<file path="src/rtl/cla4_reg.sv">
// ============================================================================
//  Module   : cla4_reg
//  Purpose  : 4-bit carry-lookahead adder with registered sum, carry-out and
//             group propagate/generate outputs.
//  Revision : 1.0 - initial release
// ============================================================================
`default_nettype none

// Per-bit cell: forms propagate/generate and the sum from the lookahead carry.
module cla4_pfa (
  input  logic a,
  input  logic b,
  input  logic c,
  output logic p,
  output logic g,
  output logic s
);
  assign p = a ^ b;
  assign g = a & b;
  assign s = p ^ c;
endmodule

// Lookahead carry unit: each carry is a flat sum-of-products of p/g and c0.
module cla4_lcu (
  input  logic [3:0] p,
  input  logic [3:0] g,
  input  logic       c0,
  output logic [3:0] c,
  output logic       c4,
  output logic       pg,
  output logic       gg
);
  assign c[0] = c0;
  assign c[1] = g[0] | (p[0] & c0);
  assign c[2] = g[1] | (p[1] & g[0]) | (p[1] & p[0] & c0);
  assign c[3] = g[2] | (p[2] & g[1]) | (p[2] & p[1] & g[0])
              | (p[2] & p[1] & p[0] & c0);

  assign pg = p[3] & p[2] & p[1] & p[0];
  assign gg = g[3] | (p[3] & g[2]) | (p[3] & p[2] & g[1])
            | (p[3] & p[2] & p[1] & g[0]);
  assign c4 = gg | (pg & c0);
endmodule

module cla4_reg (
  input  logic       clk,
  input  logic       rst,
  input  logic [3:0] a,
  input  logic [3:0] b,
  input  logic       ci,
  output logic [3:0] s,
  output logic       co,
  output logic       pg,
  output logic       gg
);
  logic [3:0] w_p;
  logic [3:0] w_g;
  logic [3:0] w_c;
  logic [3:0] w_s;
  logic       w_c4;
  logic       w_pg;
  logic       w_gg;

  logic [3:0] r_s;
  logic       r_co;
  logic       r_pg;
  logic       r_gg;

  for (genvar i = 0; i < 4; i++) begin : g_bit
    cla4_pfa u_pfa (
      .a (a[i]),
      .b (b[i]),
      .c (w_c[i]),
      .p (w_p[i]),
      .g (w_g[i]),
      .s (w_s[i])
    );
  end

  cla4_lcu u_lcu (
    .p  (w_p),
    .g  (w_g),
    .c0 (ci),
    .c  (w_c),
    .c4 (w_c4),
    .pg (w_pg),
    .gg (w_gg)
  );

  always_ff @(posedge clk) begin
    if (rst) begin
      r_s  <= 4'b0000;
      r_co <= 1'b0;
      r_pg <= 1'b0;
      r_gg <= 1'b0;
    end else begin
      r_s  <= w_s;
      r_co <= w_c4;
      r_pg <= w_pg;
      r_gg <= w_gg;
    end
  end

  assign s  = r_s;
  assign co = r_co;
  assign pg = r_pg;
  assign gg = r_gg;
endmodule

`default_nettype wire

</file>
<file path="config.mk">
export PLATFORM = sky130hd
export DESIGN_NAME = cla4_reg
export DESIGN_NICKNAME = d
export VERILOG_FILES = /design/src/rtl/cla4_reg.sv
export SDC_FILE = /design/constraint.sdc
export NUM_CORES = 1
export LEC_CHECK = 0
export ABC_CLOCK_PERIOD_IN_PS = 1310
export BUFFER_PORTS_ARGS = -buffer_cell sky130_fd_sc_hd__buf_2
export CORE_AREA = 2 2 39 41
export DETAILED_ROUTE_END_ITERATION = 8
export DIE_AREA = 0 0 41 43
export GPL_TIMING_DRIVEN = 0
export PLACE_DENSITY_LB_ADDON = 0.05
export SYNTH_ARGS = -nofsm -noshare
export SYNTH_HDL_FRONTEND = slang
export SYNTH_SLANG_ARGS = --single-unit
</file>
<file path="constraint.sdc">
create_clock -name clk -period 1.31 [get_ports clk]
set_input_delay 0 -clock clk [delete_from_list [all_inputs] [get_ports clk]]
set_output_delay 0 -clock clk [all_outputs]
set_load 0.1 [all_outputs]
</file>
==> flow_summary.ini <==
[power]
switching_power_uw = 281.2
pwr_density_cell_nw_per_um2 = 1413
cellLeakagePower_uw = 0.0002634
peakVddDrop_uv = 284.5
power_frac_comb = 0.389
internal_power_uw = 415.4
swShare = 0.4037
p_seq_frac = 0.342
clock_power_share = 0.270

[sta]
finalWorstSetupSlack_ns = 0.3445
slew_violations = 0
post-route-period-util = 0.7371
finalSetupViolCount = 0
min_period_ns = 0.9655
max_freq_mhz = 1036
slew_headroom = 0.6758
rsz0062_at_grt = no
whs_ns = 0.1113
setup_tns_ns = 0
tightest_slew_ns = 0.4897
report.final.hold_viol_count = 0

[synth]
synth_largest_area_cell = dfxtp_1
yosysWarnings = 0
synth_top_area_share = 0.3986
synth_cells = 34
ys_seq_area_frac = 0.3986
synth-xor-area-share = 0.02491
synthDistinctLibCells = 19
syn_area_per_cell_um2 = 10.34
synth_nets = 50
synth-adder-area-share = 0.1993
synthSimpleGateAreaFrac = 0.1139
ys_ff_latch = 7
synthesis.area_um2 = 351.6
synth_top_family_by_area = compound AO/OA/AOI/OAI gates
synth_area_leaders = dfxtp_1 (40%), ha_1 (14%), fa_1 (5.7%)
synth_compound_area_frac = 0.2028
muxShareOfSynthArea = 0.02847

[setup_path]
slowest_delay_ns = 0.41
critPathArrivalTime_ns = 0.97
critPathBufInv = 1
worstSetupPathType = register to primary output
slowest_stage = buf_2
crit_fanout = 1
start_kind = register
required_ns = 1.31
critPathTopFamily = buffers and inverters
path_depth = 1
critical_path.endpoint = co
cp-startpoint = co
crit_chain = buf_2
endpoint_kind = primary output

[routing]
wirelength_um = 638
antenna_left = 0
wl_per_cell_um = 8.861
vias = 313
drt_iter0_drc = 0
drc_errors = 0
via_per_inst = 4.347
drt-pass1-iter-count = 1

[cells_and_area]
design_area_um2 = 493.0
drive_gt1_frac = 0.4107
instances_no_fill = 72
fillCellCount = 146
regArea_um2 = 140.1
multi_input_area_um2 = 200.2
diodes = 0
syn2layout_area_growth_pct = 40.21
fin_nets = 73

[die]
die_h_um = 43
start_util = 0.2541
fp.coreArea_um2 = 1384
die-area_um2 = 1763
fp.dieW_um = 41
io_pins = 18
rows = 14

[placed_design]
hpwl_um = 565
dpl-instance-area_um2 = 456.7
dp_slack_ns = 0.1224
port_buffers = 17
routabilityCongestion = 0.6608
dp.cells = 67

[run_status]
status = finished, final reports clean

[cts]
cts_tree = done
clock_path_buffers = 2
cts_num_sinks = 7
path_clk_slew_ns = 0.05
cts_max_level = 1
post-cts-setup-buffers = 0
cts_buffers = 3
cts_resized = 0
clock-root-buffer = clkbuf_4

[global_routing]
grt_use_met1 = 0.08738
grt.overflow.total = 0
met3_usage = 0.02094
grt_pass1_vias = 316
grt_first_pass_wirelength_mm = 1.097
antenna_found_initial = 0
use_met2 = 0.1469
grtUsageTotal = 0.09658
busiest_layer = met2
grt_max_degree = 8

[hold_path]
hp-class = primary input to register

[run]
max_cap_viol_count = 0
state kept, by name (all words and copies together) (netlist names):
signal,cells
s,4
gg,1
co,1
pg,1
area by class of cell:
type / instances / share of cell area
timing repair buffer: 18 / 0.1929
clock buffer: 4 / 0.05330
multi-input combinational: 24 / 0.4061
inverter: 3 / 0.02284
sequential: 7 / 0.2843
tap: 16 / 0.04061
power by group through the flow:
stage / clock, µW / sequential (µW) / combinational [µW]
3_3_place_gp: 0 / 242 / 270
3_5_place_dp: 0 / 242 / 271
6_report: 188 / 238 / 271
5_1_grt: 202 / 239 / 290
4_1_cts: 197 / 238 / 274
2_1_floorplan: 0 / 394 / 69.1
synth_stat cells, drive strengths merged:
cell,instances
a211o,1
o21ai,2
a211oi,2
ha,4
a21o,2
nand2b,2
nor2,2
mux2i,1
o21a,1
fa,1
dfxtp,7
a21oi,2
nor4bb,1
xor2,1
inv,3
nand2,1
or2,1
worst min-delay path by stage:
stage,from,endpoint,slack (ns),cells after the start
finish,b[3],co,0.11,4
global route,ci,s[2],0.14,3
floorplan,rst,s[0],0.07,1
detailed placement,rst,s[0],0.25,2
global placement,rst,s[0],0.25,2
CTS,b[3],co,0.11,4
cells by family after synthesis:
| logic type | Yosys count |
|---|---|
| adders and majority gates | 5 |
| xor gates and xnor gates | 1 |
| buffers and inverters | 3 |
| and+or+nand+nor | 7 |
| DFF | 7 |
| AOI/OAI and AO/OA | 10 |
| muxes | 1 |
routing by layer:
| metal | wire, µm | vias to the layer above | part of all wire |
|---|---|---|---|
| met5 | 0 | - | 0 |
| li1 | - | 167 | - |
| met1 | 252 | 127 | 0.39 |
| met2 | 277 | 15 | 0.43 |
| met4 | 27 | 0 | 0.042 |
| met3 | 81 | 4 | 0.13 |
repair_timing:
| action | 4_1_cts | 5_1_grt |
|---|---|---|
| hold buffers | 1 | 0 |
| endpoints found under the hold margin | 2 | 0 |
| endpoints found under the setup margin | 0 | 0 |
stage by stage:
stage	util	power, µW
6_report	0.3562	696.6
4_1_cts	0.3562	708.8
5_1_grt	0.3562	730.9
3_5_place_dp	0.3300	513.3
3_3_place_gp	0.3300	511.4
2_1_floorplan	-	463.3
placed cells by master, fill, tap and decap left out:
master	netlist	layout
a21oi_2	1	1
o21a_1	1	1
nand2b_1	2	2
a211oi_1	2	2
mux2i_1	1	1
nor2_1	2	2
o21ai_0	2	2
ha_1	4	4
xor2_1	1	1
or2_2	1	1
clkbuf_4	0	3
a21o_1	1	1
dfxtp_1	7	7
inv_1	3	3
nor4bb_1	1	1
buf_2	0	17
a21oi_1	1	1
dlygate4sd3_1	0	1
a21o_2	1	1
a211o_1	1	1
clkbuf_1	0	1
nand2_1	1	1
fa_1	1	1
(Power assumes the default switching activity.)
